<file path="config.mk">
export PLATFORM = sky130hd
export DESIGN_NAME = fib_stack_ctrl_flat
export DESIGN_NICKNAME = d
export VERILOG_FILES = /design/src/rtl/fib_pkg.sv /design/src/rtl/fib_stack_ctrl_if.sv /design/src/rtl/fib_stack.sv /design/src/rtl/fib_stack_ctrl.sv /design/src/flat_wrapper.sv
export SDC_FILE = /design/constraint.sdc
export NUM_CORES = 1
export LEC_CHECK = 0
export CAP_MARGIN = 20
export CORE_AREA = 5 5 86 88
export CTS_BUF_LIST = sky130_fd_sc_hd__clkbuf_16
export DETAILED_ROUTE_END_ITERATION = 6
export DIE_AREA = 0 0 91 93
export HOLD_SLACK_MARGIN = 0.06
export SLEW_MARGIN = 30
export SYNTH_ARGS = -nofsm -noshare
export SYNTH_HDL_FRONTEND = slang
export SYNTH_SLANG_ARGS = --single-unit
</file>
<file path="constraint.sdc">
create_clock -name clk -period 2.4 [get_ports clk]
set_input_delay 0.24 -clock clk [delete_from_list [all_inputs] [get_ports clk]]
set_output_delay 0.24 -clock clk [all_outputs]
set_load 0.02 [all_outputs]
</file>
<file path="src/rtl/fib_pkg.sv">
// Shared types and ALU control encodings for the recursive Fibonacci sequencer.
package fib_pkg;

  localparam int NW = 3;

  typedef enum logic [2:0] {
    IDLE,
    LOAD,
    POP,
    EVAL,
    PUSH2,
    DONE
  } state_t;

  typedef struct packed {
    logic ins;
    logic modes;
  } alu_ctrl_t;

  localparam alu_ctrl_t ALU_LOAD = '{ins: 1'b1, modes: 1'b0};
  localparam alu_ctrl_t ALU_DEC1 = '{ins: 1'b0, modes: 1'b0};
  localparam alu_ctrl_t ALU_DEC2 = '{ins: 1'b0, modes: 1'b1};

endpackage

</file>
<file path="src/rtl/fib_stack_ctrl_if.sv">
// Request/result handshake plus the ALU control/result lines of the Fibonacci sequencer.
interface fib_stack_ctrl_if #(parameter int W = 8);
  import fib_pkg::*;

  logic          start;
  logic [NW-1:0] n;
  logic [NW-1:0] dec;
  logic          lt;
  logic [NW-1:0] ts;
  logic          ins;
  logic          modes;
  logic [W-1:0]  result;
  logic          busy;
  logic          done;
  logic          overflow;

  modport master (
    output start, n, dec, lt,
    input  ts, ins, modes, result, busy, done, overflow
  );

  modport slave (
    input  start, n, dec, lt,
    output ts, ins, modes, result, busy, done, overflow
  );

endinterface

</file>
<file path="src/rtl/fib_stack.sv">
// DEPTH x 3-bit LIFO: synchronous push/pop, combinational top-of-stack.
module fib_stack
  import fib_pkg::*;
#(
  parameter int DEPTH = 8
) (
  input  logic                         clk,
  input  logic                         rst_n,
  input  logic                         clr,
  input  logic                         push,
  input  logic                         pop,
  input  logic [NW-1:0]                din,
  output logic [NW-1:0]                top,
  output logic [$clog2(DEPTH+1)-1:0]   sp,
  output logic                         full,
  output logic                         empty
);

  localparam int SPW = $clog2(DEPTH + 1);
  localparam int IW  = (DEPTH > 1) ? $clog2(DEPTH) : 1;

  logic [NW-1:0]  mem [DEPTH];
  logic [SPW-1:0] sp_m1;

  assign full  = (sp == SPW'(DEPTH));
  assign empty = (sp == '0);
  assign sp_m1 = sp - 1'b1;
  assign top   = empty ? '0 : mem[sp_m1[IW-1:0]];

  always_ff @(posedge clk) begin
    if (!rst_n) begin
      sp <= '0;
    end else if (clr) begin
      sp <= '0;
    end else if (push && !full) begin
      sp <= sp + 1'b1;
    end else if (pop && !empty) begin
      sp <= sp - 1'b1;
    end
  end

  // Storage needs no reset; sp alone defines which entries are live.
  always_ff @(posedge clk) begin
    if (push && !full && !clr) begin
      mem[sp[IW-1:0]] <= din;
    end
  end

endmodule

</file>
<file path="src/rtl/fib_stack_ctrl.sv">
// Sequencer for the recursive 3-bit Fibonacci datapath: explicit call stack,
// running accumulator, Moore ALU controls (ins/modes) fed to an external ALU.
//
// state | meaning
// IDLE  | waiting for start
// LOAD  | ALU passes n through; n becomes the root stack entry
// POP   | top of stack moves into ts
// EVAL  | leaf (ts<2): accumulate; else push ts-1
// PUSH2 | push ts-2 so it is evaluated first
// DONE  | one-cycle done pulse; result captured at the closing edge
module fib_stack_ctrl
  import fib_pkg::*;
#(
  parameter int W     = 8,
  parameter int DEPTH = 8
) (
  input logic             clk,
  input logic             rst_n,
  fib_stack_ctrl_if.slave bus
);

  localparam int SPW = $clog2(DEPTH + 1);

  state_t          state;
  alu_ctrl_t       ctrl;
  logic [NW-1:0]   ts;
  logic [W-1:0]    acc;
  logic [W-1:0]    result;
  logic            busy;
  logic            done;
  logic            overflow;

  logic            clr;
  logic            push;
  logic            pop;
  logic            push_blocked;
  logic [NW-1:0]   stk_top;
  logic [SPW-1:0]  sp;
  logic            full;
  logic            empty;

  assign clr          = (state == IDLE) && bus.start;
  assign push         = (state == LOAD) || ((state == EVAL) && !bus.lt) || (state == PUSH2);
  assign pop          = (state == POP) && !empty;
  assign push_blocked = push && full;

  fib_stack #(.DEPTH(DEPTH)) u_stack (
    .clk   (clk),
    .rst_n (rst_n),
    .clr   (clr),
    .push  (push),
    .pop   (pop),
    .din   (bus.dec),
    .top   (stk_top),
    .sp    (sp),
    .full  (full),
    .empty (empty)
  );

  always_ff @(posedge clk) begin
    if (!rst_n) begin
      state    <= IDLE;
      ctrl     <= ALU_DEC1;
      ts       <= '0;
      acc      <= '0;
      result   <= '0;
      busy     <= 1'b0;
      done     <= 1'b0;
      overflow <= 1'b0;
    end else begin
      done <= 1'b0;
      unique case (state)
        IDLE: begin
          if (bus.start) begin
            state    <= LOAD;
            ctrl     <= ALU_LOAD;
            busy     <= 1'b1;
            overflow <= 1'b0;
          end
        end
        LOAD: begin
          acc   <= '0;
          state <= POP;
          ctrl  <= ALU_DEC1;
        end
        POP: begin
          ts    <= stk_top;
          state <= EVAL;
        end
        EVAL: begin
          if (bus.lt) begin
            acc <= acc + W'(ts);
            if (sp == '0) begin
              state <= DONE;
              done  <= 1'b1;
            end else begin
              state <= POP;
            end
          end else if (push_blocked) begin
            overflow <= 1'b1;
            state    <= DONE;
            done     <= 1'b1;
          end else begin
            state <= PUSH2;
            ctrl  <= ALU_DEC2;
          end
        end
        PUSH2: begin
          ctrl <= ALU_DEC1;
          // A blocked push abandons the walk; result keeps the partial sum.
          if (push_blocked) begin
            overflow <= 1'b1;
            state    <= DONE;
            done     <= 1'b1;
          end else begin
            state <= POP;
          end
        end
        DONE: begin
          result <= acc;
          busy   <= 1'b0;
          state  <= IDLE;
        end
        default: begin
          state <= IDLE;
          ctrl  <= ALU_DEC1;
        end
      endcase
    end
  end

  assign bus.ts       = ts;
  assign bus.ins      = ctrl.ins;
  assign bus.modes    = ctrl.modes;
  assign bus.result   = result;
  assign bus.busy     = busy;
  assign bus.done     = done;
  assign bus.overflow = overflow;

endmodule
</file>
<file path="src/flat_wrapper.sv">
// flat-port wrapper written by rule: the top's interface ports become plain ports
module fib_stack_ctrl_flat import fib_pkg::*;
#(
  parameter int W     = 8,
  parameter int DEPTH = 8
)
  (clk, rst_n, bus_start, bus_n, bus_dec, bus_lt, bus_ts, bus_ins, bus_modes, bus_result, bus_busy, bus_done, bus_overflow);
  fib_stack_ctrl_if #(.W(W)) bus_i ();
  input logic clk;
  input logic rst_n;
  input wire logic [$bits(bus_i.start)-1:0] bus_start;
  input wire logic [$bits(bus_i.n)-1:0] bus_n;
  input wire logic [$bits(bus_i.dec)-1:0] bus_dec;
  input wire logic [$bits(bus_i.lt)-1:0] bus_lt;
  output wire logic [$bits(bus_i.ts)-1:0] bus_ts;
  output wire logic [$bits(bus_i.ins)-1:0] bus_ins;
  output wire logic [$bits(bus_i.modes)-1:0] bus_modes;
  output wire logic [$bits(bus_i.result)-1:0] bus_result;
  output wire logic [$bits(bus_i.busy)-1:0] bus_busy;
  output wire logic [$bits(bus_i.done)-1:0] bus_done;
  output wire logic [$bits(bus_i.overflow)-1:0] bus_overflow;
  assign bus_i.start = bus_start;
  assign bus_i.n = bus_n;
  assign bus_i.dec = bus_dec;
  assign bus_i.lt = bus_lt;
  assign bus_ts = bus_i.ts;
  assign bus_ins = bus_i.ins;
  assign bus_modes = bus_i.modes;
  assign bus_result = bus_i.result;
  assign bus_busy = bus_i.busy;
  assign bus_done = bus_i.done;
  assign bus_overflow = bus_i.overflow;
  fib_stack_ctrl #(.W(W), .DEPTH(DEPTH)) u_core (.clk(clk), .rst_n(rst_n), .bus(bus_i));
endmodule
</file>
# Word-level counts from Yosys, hierarchy flattened
# Memories as Yosys holds them, arrays and structs flattened.
# Index checks and enable logic that the tools add are counted.
dict set report totals {
  input_bits 10
  word_cells 78
  n_memories 1
  mem_bits_rw 24
  register_bits 31
}
dict set report op_classes {
  n_addsub 3
  n_bitwise 2
  n_mux 27
  n_reduce_logical 25
  n_eq_ne 10
}
# memory words word_bits rd rd_clocked_by_memory_dff write_ports line_no
set mem_list {}
lappend mem_list {u_core.u_stack.mem 8 3 1 0 1 fib_stack.sv:22} ;# logic [NW-1:0] mem [DEPTH];
# cell count
set op_table {}
lappend op_table {{8-bit case mux with 2 select lines} 1}
lappend op_table {{3-bit two-way mux} 5}
lappend op_table {{3-bit case mux with 5 select lines} 1}
lappend op_table {{1-bit two-way mux} 10}
lappend op_table {{8-bit by 3-bit adder with 8-bit output} 1}
lappend op_table {{4-bit two-way mux} 2}
lappend op_table {{8-bit two-way mux} 1}
lappend op_table {{2-bit inequality test, second input constant} 4}
lappend op_table {{1-bit logical AND} 7}
lappend op_table {{3-bit by 2-bit equality test with 1-bit output, second input constant} 2}
lappend op_table {{3-bit equality test, second input constant} 2}
lappend op_table {{2-bit two-way mux} 3}
lappend op_table {{2-bit case mux with 3 select lines} 1}
lappend op_table {{2-bit nonzero test} 3}
lappend op_table {{4-bit by 1-bit adder with 4-bit output, second input constant} 1}
lappend op_table {{4-bit equality test, second input constant} 1}
lappend op_table {{1-bit zero test} 4}
lappend op_table {{4-bit zero test} 1}
lappend op_table {{1-bit case mux with 2 select lines} 2}
lappend op_table {{2-bit AND reduction} 2}
lappend op_table {{4-bit AND reduction} 1}
lappend op_table {{2-bit OR reduction} 2}
lappend op_table {{4-bit by 1-bit subtractor with 4-bit output, second input constant} 1}
lappend op_table {{3-bit by 1-bit equality test with 1-bit output, second input constant} 1}
lappend op_table {{other kinds (6)} 8}

# Depth between registers and ports, before layout
dict set report logic_depth {
  ltp_word 8
  depth_mapped 8
  mapped_depth_nobuf 7
}

# Hierarchy
# From an unflattened synthesis, not the netlist that was laid out.
dict set report hier_totals {
  cells_unflattened 233
  hier_area_um2 2675.1
}
# module cells_each area_each_um2 instances seq_area_each_um2
set modules_own_cells {}
lappend modules_own_cells {fib_stack_ctrl 141 1345.0 1 540.5}
lappend modules_own_cells {fib_stack 92 1330.0 1 800.8}

# Least setup slack after synthesis
# OpenSTA, ideal clock, no wires.
dict set report synth_path {
  kind {register -> register}
  startpoint {register u_core.u_stack.sp[0]}
  endpoint {register u_core.ts[0] (netlist: u_core.bus.ts[0])}
  t_arrival_ns 1.910
  setup_time_ns 0.121
  slack_ns 0.368
  period_less_slack_ns 2.032
  required_ns 2.279
  path_stages_with_launch 7
  path_buffers 1
  cell_sequence {dfxtp_1 -> clkinv_1 -> ha_1 -> buf_2 -> mux4_2 -> mux2i_1 -> o21ai_0}
}
dict set report synth_via {
  elab_chain_len 3
}
# element line_no
set synth_lines {}
lappend synth_lines {{start, declared} fib_stack.sv:14} ;# output logic [$clog2(DEPTH+1)-1:0] sp,
lappend synth_lines {{start signal, assigned} fib_stack.sv:36} ;# sp <= sp + 1'b1;
lappend synth_lines {{start signal, assigned} fib_stack.sv:38} ;# sp <= sp - 1'b1;
lappend synth_lines {{4-bit by 1-bit subtractor with 4-bit output} -}
lappend synth_lines {{memory read 8 x 3 bit} -}
lappend synth_lines {{3-bit two-way mux (*)} fib_stack.sv:28} ;# assign top = empty ? '0 : mem[sp_m1[IW-1:0]];
lappend synth_lines {{end signal, assigned} fib_stack_ctrl.sv:87} ;# ts <= stk_top;
lappend synth_lines {{end, declared} fib_stack_ctrl.sv:26} ;# logic [NW-1:0] ts;
# Mark *: on every way between the ends. The rest lies on a longest branch, timed or not.
# A chain may end at the register's enable or synchronous reset.

# Worst setup path in the final report
dict set report layout_path {
  startpoint {register u_core.u_stack.sp[0]}
  endpoint {memory u_core.u_stack.mem[3][1] (enable)}
}
dict set report layout_via {
  elab_chain_len 6
}
# element line_no
set layout_lines {}
lappend layout_lines {{4-bit equality test} fib_stack.sv:25} ;# assign full = (sp == SPW'(DEPTH));
lappend layout_lines {{1-bit zero test} fib_stack.sv:44} ;# if (push && !full && !clr) begin
lappend layout_lines {{1-bit logical AND (2 in a row)} fib_stack.sv:44}
lappend layout_lines {{1-bit two-way mux} fib_stack.sv:44}
lappend layout_lines {{1-bit two-way mux (not written as such)} fib_stack.sv:45} ;# mem[sp[IW-1:0]] <= din;
lappend layout_lines {{end, declared} fib_stack.sv:22}
# Parallel ways exist; a longest one is shown, timed or not.

==> flow_summary.ini <==
[worst_setup_path]
critical_path.cell_chain = clkinv_1 > ha_1 > nor2b_1 > nand2_1 > nand2_1 > nor3_1
critPathBufInv = 1
crit_slowest_cell = dfxtp_1
critical_path_class = flip-flop to flip-flop
cp.required_ns = 2.34
crit_path_frequent_cell = nand2_1
cp-end-kind = flip-flop
crit_fanout = 7
slowest_delay_ns = 0.47
cp.arrival_ns = 2.04
cp_top_family = simple AND/OR/NAND/NOR gates
worstSetupStartpointType = flip-flop

[die]
die-height_um = 93
die_w_um = 91
start_util_pct = 38.48
dieArea_sq_mm = 0.008463
fp.coreArea_sq_mm = 0.006569
io_pins = 26
row_count = 30

[power_and_ir_drop]
swShare_pct = 24.68
p_switching_mw = 0.4976
combPwrFrac_pct = 13.8
p_total_mw = 2.016
p_leak_nw = 1.126
internal-power_mw = 1.518
seqPwrFrac_pct = 50.8
power-per-cell-area_mw_per_mm2 = 663.6
ir_drop_mv = 0.4611
power.share.clock_pct = 35.3

[timing]
drv_slew = 0
fin_hold_ws_ns = 0.4781
finalWorstSetupSlack_ns = 0.2977
setup_tns_ns = 0
fmax_ghz = 0.4757
setup_viol = 0
finalCriticalPeriod_ns = 2.102
rsz0062_at_grt = no
period_share_pct = 87.59
skew_ns = 0.003775
final_hold_viol_count = 0
relSlewSlack_pct = 52.09
tightest_slew_ns = 0.7111

[route]
vias_per_cell = 5.148
vias = 1704
drtPass1Iterations = 4
post_drt_wl_per_cell_um = 14.16
dr.first_iter.drc_count = 57
ant_nets = 0
routed_wl_mm = 4.687
drc = 0

[clock_network]
clk_path_buf_depth = 2
cts_sinks = 55
clk_latency_ns = 0.29
htreeDepth = 2
cts_setup_buffers = 0
cts_buffers = 5
cts_resized = 0
cts_tree = done
clk_pin_slew_worst_paths_ns = 0.07
cts-root-buf = clkbuf_16
holdBufCountCts = 0

[global_routing]
grt_remaining_overflow = 0
grt_pass1_wl_mm = 7.962
grt_usage_pct = 11.69
grt_pass1_vias = 1635
grt_max_degree = 18
antenna_found_initial = 0

[synthesis]
synth_cell_type_count = 49
synth-seq-cells = 55
syn_avg_cell_area_sq_um = 11.65
yosysWarningCount = 0
synth_top_cell_area_share_pct = 28.51
synth_area_leaders = edfxtp_1 29%, dfxtp_1 25%, mux4_2 5.3%
yosysSeqAreaShare_pct = 53.07
synthCells = 217
synth_top_area_cell = edfxtp_1
synth_edf_count = 24
async_reset_ff_share_pct = 0
syn_area_sq_mm = 0.002527
synth_ff_type = dfxtp_1
syn-num-nets = 234

[place]
place_congestion = 0.7616
hpwl_mm = 3.459
portBuffers = 22
post-place-ws_ns = 0.3018

[cells_and_area]
multiInputGateArea_sq_mm = 0.001115
regArea_sq_mm = 0.001341
n_antenna_cell = 0
drive_above_1_share_pct = 15.54
nFillCells = 592
final_util_pct = 46.25
nNetsFinal = 267
area_delta_synth_final_pct = 20.20

[worst_hold_path]
hold_path_class = flip-flop to flip-flop

[run_status]
outcome = complete, no violations

[flow_run]
cap_violations = 0
-- cells in the final DEF (no fill, tap or decap), types with 2 or more instances in the layout --
| cell | Yosys | final |
|---|---|---|
| dfxtp_1 | 31 | 31 |
| edfxtp_1 | 24 | 24 |
| clkdlybuf4s50_1 | 0 | 22 |
| nand2_1 | 19 | 19 |
| o21ai_0 | 13 | 13 |
| buf_4 | 2 | 13 |
| nor2_1 | 12 | 12 |
| nor2b_1 | 11 | 11 |
| mux2i_1 | 11 | 11 |
| a21oi_1 | 11 | 11 |
| nor3_1 | 7 | 7 |
| nand2b_1 | 6 | 6 |
| mux4_2 | 6 | 6 |
| ha_1 | 6 | 6 |
| clkbuf_16 | 0 | 5 |
| inv_1 | 4 | 4 |
| nand3_1 | 4 | 4 |
| xnor2_1 | 4 | 4 |
| a21boi_0 | 3 | 3 |
| xor2_1 | 3 | 3 |
| clkinv_1 | 1 | 2 |
| and2_1 | 2 | 2 |
| a32oi_2 | 2 | 2 |
| a21o_1 | 2 | 2 |
| or3_1 | 2 | 2 |
| a31oi_1 | 2 | 2 |
-- synth_stat cells (all sizes together), types with 2 or more instances --
master,instances
a32oi,3
nand2,19
clkbuf,3
mux2i,11
dfxtp,31
nor3,7
xnor2,5
mux4,6
nand2b,6
inv,4
or3b,2
ha,6
buf,6
a21boi,3
nor2b,11
xor2,3
a31oi,2
and2,3
a21oi,12
nor2,12
a21o,2
edfxtp,24
o21ai,14
nand3,5
or3,2
-- power groups by stage --
stage / sequential (mW) / combinational (mW) / clock [mW]
floorplan: 1.05 / 0.187 / 0
global placement: 1.05 / 0.279 / 0
detailed placement: 1.05 / 0.280 / 0
CTS: 1.02 / 0.281 / 0.735
global route: 1.03 / 0.309 / 0.771
finish: 1.02 / 0.279 / 0.712
-- per-stage QoR --
| stage | cells | cell area (sq um) |
|---|---|---|
| finish | 331 | 3038 |
| global route | 331 | 3038 |
| CTS | 331 | 3038 |
| detailed placement | 323 | 2893 |
| global placement | 323 | 2893 |
| floorplan | 217 | 2527 |
-- worst reg2reg max path, cell delays in order (launching register included) --
cell and delay, ns:
dfxtp_1 0.47, clkinv_1 0.24, ha_1 0.26, nor2b_1 0.14, nand2_1 0.11, nand2_1 0.14
nor3_1 0.39
-- cells by family after synthesis --
kind of cell	after synthesis	share of synthesized area [%]
xor gates and xnor gates	8	3.070
buffers and inverters	14	2.821
adders and majority gates	7	3.762
DFF	55	53.07
and+or+nand+nor	75	16.58
muxes	17	9.703
AOI/OAI and AO/OA	41	10.99
-- worst paths after layout --
kind                                      startpoint  slack, ns  cells after the start                  endpoint
worst min register to register   u_core.bus.overflow       0.48                      2       u_core.bus.overflow
worst max-delay path            u_core.u_stack.sp[0]       0.30                      6  u_core.u_stack.mem[3][1]
worst min-delay path             u_core.bus.overflow       0.48                      2       u_core.bus.overflow
worst max register to register  u_core.u_stack.sp[0]       0.30                      6  u_core.u_stack.mem[3][1]
-- per-layer routing --
| metal | wire length, um | share of wire [%] | GRT usage, % |
|---|---|---|---|
| met2 | 2209 | 47 | 19.29 |
| met1 | 2212 | 47 | 14.98 |
| met5 | 0 | 0 | 0 |
| met4 | 54 | 1.2 | 4.401 |
| met3 | 210 | 4.5 | 2.655 |
-- flip-flops by register name, indices dropped and copies added, names as in the netlist, 3 cells and up --
| register | cells |
|---|---|
| u_core.bus.ts | 3 |
| u_core.acc | 8 |
| u_core.bus.result | 8 |
| u_core.u_stack.mem | 24 |
| u_core.u_stack.sp | 4 |
| u_core.state | 3 |
-- layout make-up --
class	count	area share, %
clock inverters	3	0.6590
flip-flops and latches	55	44.15
multi-input cells	148	36.70
repair buffers	35	10.46
clock buffers	5	4.119
inverters	5	0.6178
well taps	80	3.295
No activity file was read; power rests on OpenSTA's default activity.
